<file path="src/rtl/pulse_sched_pkg.sv">
// Shared types, parameter defaults and helpers for the pulse scheduler.
package pulse_sched_pkg;

    localparam int N_REQ_DEF     = 4;
    localparam int MAX_WIDTH_DEF = 16;

    typedef enum logic [1:0] {
        IDLE  = 2'd0,
        PULSE = 2'd1,
        GAP   = 2'd2
    } state_t;

    // Bits needed to hold a width value in the range 0..max_width.
    function automatic int calc_width_w(input int max_width);
        return $clog2(max_width + 1);
    endfunction

endpackage

</file>
<file path="src/rtl/pulse_sched_rr_pick.sv">
// Combinational round-robin picker: first set pending bit at or after ptr, with wrap.
module rr_pick #(
    parameter int N_REQ = 4,
    parameter int SEL_W = $clog2(N_REQ)
) (
    input  logic [N_REQ-1:0] pending,
    input  logic [SEL_W-1:0] ptr,
    output logic             valid,
    output logic [SEL_W-1:0] idx
);

    // Scan from the farthest offset down to ptr so the closest candidate wins.
    always_comb begin
        int cand;
        valid = 1'b0;
        idx   = '0;
        cand  = 0;
        for (int i = N_REQ - 1; i >= 0; i--) begin
            cand = int'(ptr) + i;
            if (cand >= N_REQ) begin
                cand = cand - N_REQ;
            end
            if (pending[cand]) begin
                valid = 1'b1;
                idx   = SEL_W'(cand);
            end
        end
    end

endmodule

</file>
<file path="src/rtl/pulse_sched.sv">
// Round-robin scheduler sharing one widened pulse output among several requesters.
module pulse_sched
    import pulse_sched_pkg::*;
#(
    parameter int N_REQ     = N_REQ_DEF,
    parameter int MAX_WIDTH = MAX_WIDTH_DEF,
    parameter int WIDTH_W   = calc_width_w(MAX_WIDTH)
) (
    input  logic                     clk,
    input  logic                     rst_n,
    input  logic [N_REQ-1:0]         req_i,
    input  logic                     cfg_we,
    input  logic [$clog2(N_REQ)-1:0] cfg_sel,
    input  logic [WIDTH_W-1:0]       cfg_width,
    output logic                     pulse_o,
    output logic [$clog2(N_REQ)-1:0] grant_id_o,
    output logic                     busy_o,
    output logic [N_REQ-1:0]         pending_o,
    output logic                     drop_o
);

    localparam int SEL_W = $clog2(N_REQ);

    state_t             state_q, state_d;
    logic [WIDTH_W-1:0] cnt_q, cnt_d;
    logic [SEL_W-1:0]   ptr_q, ptr_d;
    logic [SEL_W-1:0]   grant_id_q, grant_id_d;
    logic [N_REQ-1:0]   pending_q, pending_d;
    logic               drop_q, drop_d;
    logic               pulse_q, pulse_d;
    logic               busy_q, busy_d;
    logic [WIDTH_W-1:0] width_q [N_REQ];
    logic [WIDTH_W-1:0] width_d [N_REQ];

    logic               pick_valid;
    logic [SEL_W-1:0]   pick_idx;
    logic               grant;
    logic               cfg_sel_ok;
    logic [WIDTH_W-1:0] cfg_width_clamped;

    rr_pick #(
        .N_REQ (N_REQ),
        .SEL_W (SEL_W)
    ) u_pick (
        .pending (pending_q),
        .ptr     (ptr_q),
        .valid   (pick_valid),
        .idx     (pick_idx)
    );

    // A grant happens on any edge where the output is free and something is pending.
    assign grant = pick_valid && ((state_q == IDLE) || (state_q == GAP));

    assign cfg_sel_ok        = (int'(cfg_sel) < N_REQ);
    assign cfg_width_clamped = (cfg_width > WIDTH_W'(MAX_WIDTH)) ? WIDTH_W'(MAX_WIDTH) : cfg_width;

    // State register and all other flops; reset forces every output low immediately.
    always_ff @(posedge clk or negedge rst_n) begin
        if (!rst_n) begin
            state_q    <= IDLE;
            cnt_q      <= '0;
            ptr_q      <= '0;
            grant_id_q <= '0;
            pending_q  <= '0;
            drop_q     <= 1'b0;
            pulse_q    <= 1'b0;
            busy_q     <= 1'b0;
            for (int k = 0; k < N_REQ; k++) begin
                width_q[k] <= WIDTH_W'(1);
            end
        end else begin
            state_q    <= state_d;
            cnt_q      <= cnt_d;
            ptr_q      <= ptr_d;
            grant_id_q <= grant_id_d;
            pending_q  <= pending_d;
            drop_q     <= drop_d;
            pulse_q    <= pulse_d;
            busy_q     <= busy_d;
            for (int k = 0; k < N_REQ; k++) begin
                width_q[k] <= width_d[k];
            end
        end
    end

    // Next state and pulse-length down-counter; the width is sampled only at grant.
    always_comb begin
        state_d = state_q;
        cnt_d   = cnt_q;
        unique case (state_q)
            IDLE: begin
                if (grant) begin
                    state_d = PULSE;
                end
            end
            PULSE: begin
                if (cnt_q == '0) begin
                    state_d = GAP;
                end else begin
                    cnt_d = cnt_q - WIDTH_W'(1);
                end
            end
            GAP: begin
                state_d = grant ? PULSE : IDLE;
            end
            default: begin
                state_d = IDLE;
            end
        endcase
        if (grant) begin
            cnt_d = width_q[pick_idx] - WIDTH_W'(1);
        end
    end

    // Registered outputs derived from the upcoming state, plus grant id and pointer update.
    always_comb begin
        pulse_d    = (state_d == PULSE);
        busy_d     = (state_d != IDLE);
        grant_id_d = grant_id_q;
        ptr_d      = ptr_q;
        if (grant) begin
            grant_id_d = pick_idx;
            ptr_d      = (int'(pick_idx) == N_REQ - 1) ? '0 : pick_idx + SEL_W'(1);
        end
    end

    // Pending flags: grant clears, a same-edge request re-arms, disabled or duplicate requests drop.
    always_comb begin
        pending_d = pending_q;
        drop_d    = 1'b0;
        for (int k = 0; k < N_REQ; k++) begin
            if (grant && (int'(pick_idx) == k)) begin
                pending_d[k] = 1'b0;
            end
            if (req_i[k]) begin
                if (width_q[k] == '0) begin
                    drop_d = 1'b1;
                end else if (pending_q[k] && !(grant && (int'(pick_idx) == k))) begin
                    drop_d = 1'b1;
                end else begin
                    pending_d[k] = 1'b1;
                end
            end
            if (cfg_we && cfg_sel_ok && (int'(cfg_sel) == k) && (cfg_width_clamped == '0)) begin
                pending_d[k] = 1'b0;
            end
        end
    end

    // Width register file with clamping on write.
    always_comb begin
        for (int k = 0; k < N_REQ; k++) begin
            width_d[k] = width_q[k];
        end
        if (cfg_we && cfg_sel_ok) begin
            width_d[cfg_sel] = cfg_width_clamped;
        end
    end

    assign pulse_o    = pulse_q;
    assign grant_id_o = grant_id_q;
    assign busy_o     = busy_q;
    assign pending_o  = pending_q;
    assign drop_o     = drop_q;

endmodule

</file>
<file path="config.mk">
export PLATFORM = sky130hd
export DESIGN_NAME = pulse_sched
export DESIGN_NICKNAME = d
export VERILOG_FILES = /design/src/rtl/pulse_sched_pkg.sv /design/src/rtl/pulse_sched_rr_pick.sv /design/src/rtl/pulse_sched.sv
export SDC_FILE = /design/constraint.sdc
export NUM_CORES = 1
export LEC_CHECK = 0
export CAP_MARGIN = 25
export CORE_ASPECT_RATIO = 0.8
export CORE_UTILIZATION = 44
export DETAILED_ROUTE_END_ITERATION = 6
export PLACE_DENSITY = 0.62
export SLEW_MARGIN = 30
export SYNTH_ARGS = -nofsm -noshare
export SYNTH_HDL_FRONTEND = slang
export SYNTH_SLANG_ARGS = --single-unit
</file>
<file path="constraint.sdc">
create_clock -name clk -period 2.81 [get_ports clk]
set_input_delay 0.7025 -clock clk [delete_from_list [all_inputs] [get_ports clk]]
set_output_delay 0.7025 -clock clk [all_outputs]
set_load 0.01 [all_outputs]
</file>
After elaboration in Yosys (flattened, before gate mapping). Index checks and enable logic that the tools add are counted.

Logic and storage cells: 152. Output and inout port bits: 9. Flip-flop bits (word level): 38.

Muxes and demuxes: 71. Magnitude comparators: 12. Add/subtract/negate cells: 10. Reductions and logical operators: 35. Equality and inequality tests: 10. Bitwise logic cells: 2.

Operators with widths (number): < comparator 32 x 4 -> 1 bit (second input constant) (4); 2-to-1 mux 32 bit (4); greater-or-equal comparator 32 x 4 -> 1 bit (second input constant) (3); subtractor 32 x 4 -> 32 bit (second input constant) (3); 2-to-1 mux 1 bit (45); 2-to-1 mux 5 bit (7); logical NOT 5 bit (6); bitwise mux 20 bit (1); logical AND 1 bit (18); 2-to-1 mux 2 bit (7); binary-select mux 5 bit (select 2 bit) (1); demux 5 bit (select 2 bit) (1); equality test 2 bit (second input constant) (5); subtractor 5 x 1 -> 5 bit (second input constant) (2); binary-select mux 1 bit (select 2 bit) (4); equality test 2 x 1 -> 1 bit (second input constant) (4); adder 2 x 2 -> 3 bit (second input constant) (2); greater-or-equal comparator 3 bit (second input constant) (2); logical NOT 2 bit (3); inverter 2 -> 3 bit (2); case mux 2 bit (3 select lines) (1); > comparator 5 bit (second input constant) (1); logical NOT 1 bit (4); nonzero test 2 bit (2); other kinds (8) (8).

Longest topological paths before layout. Gate-level depths: netlist (run 1).

Depth in word-level cells: 26. Gate-level depth with buffers: 11. Gate-level depth less buffers: 11.

Modules after synthesis. Synthesis (run 1) repeated with hierarchy kept, for this count alone.

Cell total of the unflattened synthesis: 180. Area, all modules: 1933.1 um2.

By module, submodules not included: pulse_sched (cells each 167, instances 1, area each 1855.5 um2, seq. area each 955.9 um2); rr_pick (cells each 13, instances 1, area each 77.6 um2, seq. area each 0.0 um2).

Worst setup path before layout (run 1). Ideal clock, no wire load.

Path kind: flip-flop to flip-flop. From: register pending_q[2], in the netlist pending_o[2]. To: register cnt_q[4]. Path slack: 263 ps. Arrival: 2477 ps. Cell stages (with the launch flop): 11. Required time: 2741 ps. Setup time: 69 ps. Clock period less this slack: 2547 ps. Cells stage by stage: dfrtp_1 -> nor2b_1 -> a311oi_1 -> nor2_1 -> a2111oi_0 -> a311oi_1 -> inv_1 -> ha_1 -> o31ai_1 -> or4_1 -> nand3_1.

Cells in the longest elaborated chain, start to end: 13. Elaborated cells on any way between the ends: 30. Those cells by class: add/sub: 1; eq/ne: 1; mux: 24; bitwise: 1; reduce/logical: 3.

Ends and longest elaborated chain: start, declared (line pulse_sched.sv:28) `logic [N_REQ-1:0] pending_q, pending_d;`; start signal, assigned (line pulse_sched.sv:76) `pending_q <= pending_d;`; binary-select mux 1 bit (select 2 bit) (line pulse_sched_rr_pick.sv:23) `if (pending[cand]) begin`; 2-to-1 mux 1 bit (implied by the code) (2 in a row) (line pulse_sched_rr_pick.sv:23); 2-to-1 mux 2 bit (3 in a row) (line pulse_sched_rr_pick.sv:23); 2-to-1 mux 2 bit (*) (line pulse_sched_rr_pick.sv:23); net pick_idx[1] (line pulse_sched.sv:36) `logic [SEL_W-1:0] pick_idx;`; inverter 2 -> 3 bit (implied by the code) (*) (line pulse_sched.sv:111) `cnt_d = width_q[pick_idx] - WIDTH_W'(1);`; binary-select mux 5 bit (select 2 bit) (*) (line pulse_sched.sv:111); 2-to-1 mux 5 bit (implied by the code) (*) (2 in a row) (line pulse_sched.sv:111); subtractor 5 x 1 -> 5 bit (*) (line pulse_sched.sv:111); 2-to-1 mux 5 bit (*) (line pulse_sched.sv:110) `if (grant) begin`; end signal, assigned (line pulse_sched.sv:73) `cnt_q <= cnt_d;`; end, declared (line pulse_sched.sv:25) `logic [WIDTH_W-1:0] cnt_q, cnt_d;`.

Mark *: on every way through the listed nets, which the timed path passes. The rest lies on a longest branch. The select of a mux whose other input is x is not followed. A chain may end at the register's enable or synchronous reset.

Worst setup path after layout (run 1).
From: register ptr_q[1]. To: register cnt_q[4].

Cells in the longest elaborated chain, start to end: 16. Elaborated cells on any way between the ends: 45. Those cells by class: add/sub: 8; order compare: 4; eq/ne: 1; mux: 28; bitwise: 1; reduce/logical: 3.

Ends and longest elaborated chain: start, declared (line pulse_sched.sv:26) `logic [SEL_W-1:0] ptr_q, ptr_d;`; start signal, assigned (line pulse_sched.sv:74) `ptr_q <= ptr_d;`; adder 2 x 2 -> 3 bit (line pulse_sched_rr_pick.sv:19) `cand = int'(ptr) + i;`; subtractor 32 x 4 -> 32 bit / greater-or-equal comparator 32 x 4 -> 1 bit (equally long branches) (line pulse_sched_rr_pick.sv:21, pulse_sched_rr_pick.sv:20); 2-to-1 mux 32 bit (line pulse_sched_rr_pick.sv:20) `if (cand >= N_REQ) begin`; binary-select mux 1 bit (select 2 bit) (line pulse_sched_rr_pick.sv:23); 2-to-1 mux 1 bit (implied by the code) (2 in a row) (line pulse_sched_rr_pick.sv:23); 2-to-1 mux 2 bit (3 in a row) (line pulse_sched_rr_pick.sv:23); 2-to-1 mux 2 bit (*) (line pulse_sched_rr_pick.sv:23); net pick_idx[0] (line pulse_sched.sv:36); inverter 2 -> 3 bit (implied by the code) (*) (line pulse_sched.sv:111); binary-select mux 5 bit (select 2 bit) (*) (line pulse_sched.sv:111); 2-to-1 mux 5 bit (implied by the code) (*) (2 in a row) (line pulse_sched.sv:111); subtractor 5 x 1 -> 5 bit (*) (line pulse_sched.sv:111); 2-to-1 mux 5 bit (*) (line pulse_sched.sv:110).

Marks and branches as above.

==> impl_summary.txt, run 1 <==
----------------------------------------------------
[Outcome]
  Run status ... complete, no violations

[Power]
  P_leak ... a little over 1 nW
  Max VDD drop ... around 380 uV
  Total power divided by cell area ... about 1000 mW/mm^2

[Floorplanning]
  Die X ... 77.82 um
  Number of core rows ... 21
  Ports placed on the boundary ... 23
  Starting density of the core ... a little under half
  Overall die area ... 0.004875 mm^2
  Std-Cell Core Area ... between 0.004 and 0.005 mm^2
  Die outline height ... 62.65 um

[Critical path]
  Required time worst endpoint ... 3.05 ns
  Maximum fanout along the worst path ... 8
  Type of destination of the critical path ... flop
  Start-to-end type of the worst setup path ... reg -> reg
  CP Launch Type ... flop
  Critical Path AT ... 2.89 ns

[Yosys]
  Number of flops mapped to enable cells by yosys ... 0
  Gate count after technology mapping ... 218
  Distinct cells, synth ... 39
  Sequential cell area fraction in the yosys report ... 47.25%
  Async set or reset register ratio after synthesis ... 100.0%
  Synth Net Count ... 237
  Most area-consuming cells after synthesis ... dfrtp_1 (42%), o21ai_0 (7.9%), nand2_1 (5.9%), dfstp_2 (5.2%), ha_1 (3.1%)
  Cell area after technology mapping ... 0.002023 mm^2
  Main synth FF type ... dfrtp_1
  Fraction of post-synthesis cell area in the top cell type by area ... 42.05%
  Warning count from the yosys run ... 0
  Cell type with the largest total area after synthesis ... dfrtp_1
  Per-instance average area after synthesis ... a little over 9 um^2
  Synthesized flop and latch total ... 38

[GRT]
  Wire length of the first global-routing pass ... 8.259 mm
  Via count of the first global-routing pass ... 1640
  Pin count of the biggest net entering global routing ... 39
  GRT Residual Overflow ... 0
  Number of antenna violations at the first check in global routing ... 0
  All-Layer GR Usage ... between 20% and 30%

[STA]
  Final setup fails ... 0
  Aggregate negative setup slack ... 0 ns
  Remaining max-slew budget at the tightest pin ... between 40% and 50%
  Final critical-path share of the clock period ... a little over nine tenths
  Worst hold slack ... 0.4868 ns
  Final period demand of the worst path ... 2.646 ns
  Number of failing hold endpoints at the final stage ... 0
  Worst-margin pin slew ... 0.8462 ns
  FMAX ... around 380 MHz
  Layout Skew ... 0.01127 ns
  Number of max-slew violations in the final report ... 0
  Unrepaired setup endpoints after global routing ... no

[Drt]
  Routed via count ... roughly 1700
  Number of search-and-repair iterations in the first detailed-routing pass ... 4
  Residual DRC count ... 0
  Number of DRC markers in iteration 0 ... 111
  Antenna Nets Post-Route ... 0
  DR WL/cell ... 15.73 um
  Via/cell ratio ... 5.590
  Routed wire length ... slightly below 5 mm

[Flow run]
  Max_cap viols ... 0

[Place]
  Placed insts ... roughly 300
  Count of buffers from port buffering ... 22
  Routability congestion estimate from global placement ... 0.8450
  HPWL reported at the end of detailed placement ... 3.665 mm

[Clock tree]
  TritonCTS buffer count ... 5
  Worst-skew pair later-pin latency ... 0.30 ns
  Max clock buf depth ... 2
  Clock tree from TritonCTS ... yes
  Clock transition at the registers of the reported paths ... 0.08 ns
  Number of hold buffers added after cts ... 0
  H-Tree Level Count ... 2
  CTS Root Cell ... clkbuf_8
  Clock net sink count ... 38

[Layout]
  Area taken by multi-input logic gates ... about 0.0010 mm^2
  Filler Cell Count ... roughly 400
  Most common library cell in the layout ignoring fill and taps ... dfrtp_1
  Non-Filler Instances ... 307
  Area growth, synth to finish ... 20.59%
  Top library cells by usage in the layout, fill and taps aside ... dfrtp_1 (33), nand2_1 (32), o21ai_0 (31), clkdlybuf4s50_1 (21), nor2_1 (14)
  Post-layout net count ... 268
  Fraction of final layout cells with drive strength greater than 1 ... 12.80%
  N_diodes ... 0
  Combined flip-flop and latch cell area ... roughly 960 um^2

[Min path]
  Class of the worst hold path ... in -> async

----------------------------------------------------
worst max-delay path, cell delays in order (launching register included):
cell and delay, ns:
dfrtp_2 0.45, mux2i_2 0.18, or2_4 0.27, nand3_4 0.15, inv_4 0.09, a2111oi_2 0.37
a311oi_1 0.10, inv_1 0.08, ha_1 0.18, o31ai_1 0.11, or4_1 0.52, nand3_1 0.08
power breakdown:
group / switching [W] / total, W / internal [W]
combinational: 0.000712 / 0.00127 / 0.000556
clock: 0.000189 / 0.000389 / 0.000200
sequential: 0.000145 / 0.000858 / 0.000713
cell usage after synthesis (3+ instances only):
library cell  number
nand2_1           32
a211oi_1           5
ha_1               5
nor3_1            11
nor2_1            14
mux2i_1            4
nand3b_1           3
mux2_2             4
o31ai_1            5
inv_1             10
dfrtp_1           34
clkbuf_1           3
a21oi_1           10
o21ai_0           32
or4_1              6
dfstp_2            4
nand2b_1           7
metal layers:
metal | wire length (um) | share of wire [%] | GRT usage [%]
met2 | 1983 | 41 | 30.97
met4 | 94 | 1.9 | 9.198
met1 | 2495 | 52 | 33.86
met3 | 254 | 5.3 | 5.109
met5 | 0 | 0 | 0
final timing paths:
check                         startpoint       endpoint  slack [ns]  depth (start not counted)
setup / recovery                ptr_q[1]       cnt_q[4]        0.16                         11
hold / removal                     rst_n         drop_o        0.49                          1
setup reg to reg                ptr_q[1]       cnt_q[4]        0.16                         11
hold reg to reg            grant_id_o[0]  grant_id_o[0]        0.49                          2
max in group asynchronous          rst_n       ptr_q[1]        1.72                          1
min in group clk           grant_id_o[0]  grant_id_o[0]        0.49                          2
cells by family (layout without fill, tap and decap cells):
family          Yosys count  count (layout)  share of synthesized area [%]
xor+xnor                  1               1                         0.4330
buf+inv                  15              47                          3.278
simple gates             86              86                          21.71
flops                    38              38                          47.25
mux                       8               8                          4.205
fa+ha+maj                 5               5                          3.092
compound gates           65              65                          20.04
registers in the layout, summed over array words and instances (netlist names):
name,count
pending_o,4
grant_id_o,2
ptr_q,2
state_q,2
drop_o,1
busy_o,1
cnt_q,5
pulse_o,1
width_q,20
timing repair:
| item | in CTS | in global routing |
|---|---|---|
| endpoints found under the setup margin | 0 | 1 |
| gates resized for setup | 0 | 5 |
| buffers inserted | 0 | 1 |
area by class of cell:
cell class	count	area share, %
inverter	11	1.795
multi-input combinational	165	41.69
clock buffer	8	3.692
timing repair buffer	28	10.67
tap	57	2.923
sequential	38	39.23
stage by stage:
stage / worst slack [ns] / area [um^2] / total power [W] / util [%]
floorplan: 0.2635 / 2023 / 0.001685 / -
global placement: 0.1844 / 2325 / 0.002097 / 54.28
detailed placement: 0.08594 / 2325 / 0.002101 / 54.28
CTS: 0.08326 / 2415 / 0.002491 / 56.38
global route: 0.008762 / 2440 / 0.002734 / 56.97
finish: 0.1642 / 2440 / 0.002516 / 56.97
(Power assumes the default switching activity.)
==> run 2: changes to the inputs <==
- CORE_MARGIN: unset -> 3
- CORE_UTILIZATION: 44 -> 50
- PLACE_DENSITY: 0.62 -> 0.69
==> run 2 against run 1 <==
  * Global-route usage is 1.0 points lower
  * Non-clock buffer count did not move
  * Utilization increased by 6.5 points
==> impl_summary.txt, run 2 (same netlist as run 1, synthesis figures left out) <==
----------------------------------------------------
[Critical path]
  Register-to-Register Setup Slack ... 0.17 ns (about the same)
  CP Launch Type ... flop
  Number of cells traversed by the worst register-to-register path ... 10 (-1)
  Type of destination of the critical path ... flop
  Critical path startpoint ... pending_o[3]
  Maximum fanout along the worst path ... 8 (unchanged)
  Top delay family on crit path ... simple AND/OR/NAND/NOR gates
  Required time worst endpoint ... 3.04 ns (about the same)
  Cell-by-cell listing of the critical path ... nor4_1, or2_1, or3_4, a211oi_1, a211oi_1, inv_1, ha_1, o31ai_1, or4_1, nand3_1
  Startpoint of the lowest-slack register-to-register path ... pending_o[3]
  CP peak stage delay ... 0.51 ns (about the same)
  Start-to-end type of the worst setup path ... reg -> reg
  Critical Path AT ... 2.88 ns (about the same)
  Most common cell type on the critical path ... a211oi_1
  Slowest library cell on the worst path ... or4_1
  Endpoint of the most critical register-to-register path ... cnt_q[4]
  Buffers & Inverters on Critical Path ... 1 (-1)

[Layout]
  Combined flip-flop and latch cell area ... 957.2 um^2 (unchanged)
  Area growth, synth to finish ... 20.96%
  Filler Cell Count ... 345 (-12%)
  Most common library cell in the layout ignoring fill and taps ... dfrtp_1
  Area taken by multi-input logic gates ... 0.001007 mm^2 (-0.98%)
  Summed area of non-filler cells in the final layout ... 0.002447 mm^2 (+0.31%)
  Top library cells by usage in the layout, fill and taps aside ... dfrtp_1 (33), nand2_1 (32), o21ai_0 (31), clkdlybuf4s50_1 (21), nor2_1 (14)
  Flip-flop count of the largest register, all copies and words added ... 20 (unchanged)
  Post-layout net count ... 268 (unchanged)
  Fraction of final layout cells with drive strength greater than 1 ... 12.80% (unchanged)
  N_diodes ... 0 (unchanged)
  Final design utilization ... 63.51% (+6.5 points)
  Top reg by flops ... width_q

[STA]
  Worst-margin pin slew ... 0.8495 ns (+0.003313 ns)
  Final period demand of the worst path ... 2.644 ns (-0.001399 ns)
  Remaining max-slew budget at the tightest pin ... 43.37% (-0.22 points)
  Unrepaired setup endpoints after global routing ... no
  Number of failing hold endpoints at the final stage ... 0 (unchanged)
  Final critical-path share of the clock period ... 94.11% (about the same)
  Final setup fails ... 0 (unchanged)
  Layout Skew ... 0.005409 ns (-0.005864 ns)
  FMAX ... 378.2 MHz (about the same)
  Number of max-slew violations in the final report ... 0 (unchanged)
  Aggregate negative setup slack ... 0 ns (unchanged)

[Place]
  HPWL reported at the end of detailed placement ... 3.655 mm (-0.26%)
  Routability congestion estimate from global placement ... 0.8615 (+2.0%)
  Post-detailed-placement cell area ... 0.002330 mm^2 (+0.22%)
  Count of buffers from port buffering ... 22 (unchanged)

[Clock tree]
  Max clock buf depth ... 2 (unchanged)
  Worst-skew pair later-pin latency ... 0.29 ns (about the same)
  Number of hold buffers added after cts ... 0 (unchanged)
  Clock transition at the registers of the reported paths ... 0.07 ns (about the same)
  H-Tree Level Count ... 2 (unchanged)
  TritonCTS buffer count ... 5 (unchanged)
  Clock tree from TritonCTS ... yes
  Clock net sink count ... 38 (unchanged)
  CTS Root Cell ... clkbuf_8

[GRT]
  All-Layer GR Usage ... 21.51% (-1.0 points)
  Number of antenna violations at the first check in global routing ... 0 (unchanged)
  GRT Residual Overflow ... 0 (unchanged)
  Via count of the first global-routing pass ... 1649 (+0.55%)
  Pin count of the biggest net entering global routing ... 39 (unchanged)
  Wire length of the first global-routing pass ... 8.093 mm (-2.0%)

[Power]
  P_leak ... 1.033 nW (+1.2%)
  Max VDD drop ... 418.5 uV (+9.5%)
  Total power divided by cell area ... 1041 mW/mm^2 (+0.96%)

[Drt]
  Number of DRC markers in iteration 0 ... 83 (-25%)
  Antenna Nets Post-Route ... 0 (unchanged)
  Routed wire length ... 4.812 mm (-0.33%)
  Residual DRC count ... 0 (unchanged)
  Routed via count ... 1736 (+1.2%)
  DR WL/cell ... 15.78 um (+0.32%)
  Via/cell ratio ... 5.692 (+1.8%)
  Number of search-and-repair iterations in the first detailed-routing pass ... 4 (unchanged)

[Min path]
  Hold path startpoint ... grant_id_o[1]
  Destination of the worst hold path ... grant_id_o[1]
  Hold Path Depth ... 2
  Class of the worst hold path ... reg -> reg

[Outcome]
  Run status ... complete, no violations

[Flow run]
  Max_cap viols ... 0 (unchanged)

[Floorplanning]
  Ports placed on the boundary ... 23 (unchanged)
  Die X ... 77.12 um (-0.89%)
  Starting density of the core ... 52.50% (+5.3 points)
  Die outline height ... 62.90 um (+0.39%)
  Overall die area ... 0.004850 mm^2 (-0.51%)
  Number of core rows ... 20 (-4.8%)
  Std-Cell Core Area ... 0.003854 mm^2 (-10%)

----------------------------------------------------
run 2: cell count changes in the layout (fill, tap and decap cells not counted):
cell      delta
mux2i_2      -1
a311oi_1     +1
mux2i_1      +1
clkbuf_8     +2
clkbuf_1     -2
a311oi_2     -1
run 2: metrics by stage:
stage	std cells	hold WS (ns)	setup slack (ns)	power (W)
5_1_grt	305	0.5221	0.007018	0.002760
4_1_cts	305	0.4818	0.05679	0.002534
3_5_place_dp	297	0.4671	0.05070	0.002088
2_1_floorplan	218	0.4069	0.2635	0.001685
3_3_place_gp	297	0.4610	0.1839	0.002077
6_report	305	0.4786	0.1656	0.002548
run 2: power by group:
group	leakage [nW]	internal, W	switching (W)
registers	0.443	0.000714	0.000150
logic	0.532	0.000541	0.000706
clock network	0.0575	0.000248	0.000190
run 2: worst max-delay path by stage:
stage	endpoint	cells past startpoint	slack, ns
finish	cnt_q[4]	10	0.17
global placement	cnt_q[4]	11	0.18
global route	cnt_q[4]	10	0.007
floorplan	cnt_q[4]	10	0.26
CTS	cnt_q[4]	11	0.06
detailed placement	cnt_q[4]	11	0.05
run 2: final cells by class:
cell class              instances  area share (%)
clock buffers                   8           4.499
repair buffers                 28           10.63
well taps                      55           2.812
multi-input cells             165           41.16
inverters                      11           1.789
flip-flops and latches         38           39.11
run 2: worst min-delay path: cells and delay by family, from the launching register on:
| family | cells | cell delay (ns) |
|---|---|---|
| flip-flops | 1 | 0.35 |
| AND/OR/NAND/NOR | 2 | 0.10 |
run 2: repair_timing:
item	CTS	global route
hold endpoints to repair	0	0
gates resized for setup	0	3
setup buffers	0	0
endpoints found under the setup margin	0	1
run 2: metal layers:
metal	track usage [%]	part of all wire (%)
met5	0	0
met4	7.111	1.8
met3	5.908	5.4
met2	31.68	42
met1	30.61	51
==> run 3: changes to the inputs <==
- SKIP_CTS_REPAIR_TIMING: unset -> 1
==> results of run 3 <==
Same layout as run 2: the final DEF is identical, and so are final timing and power.
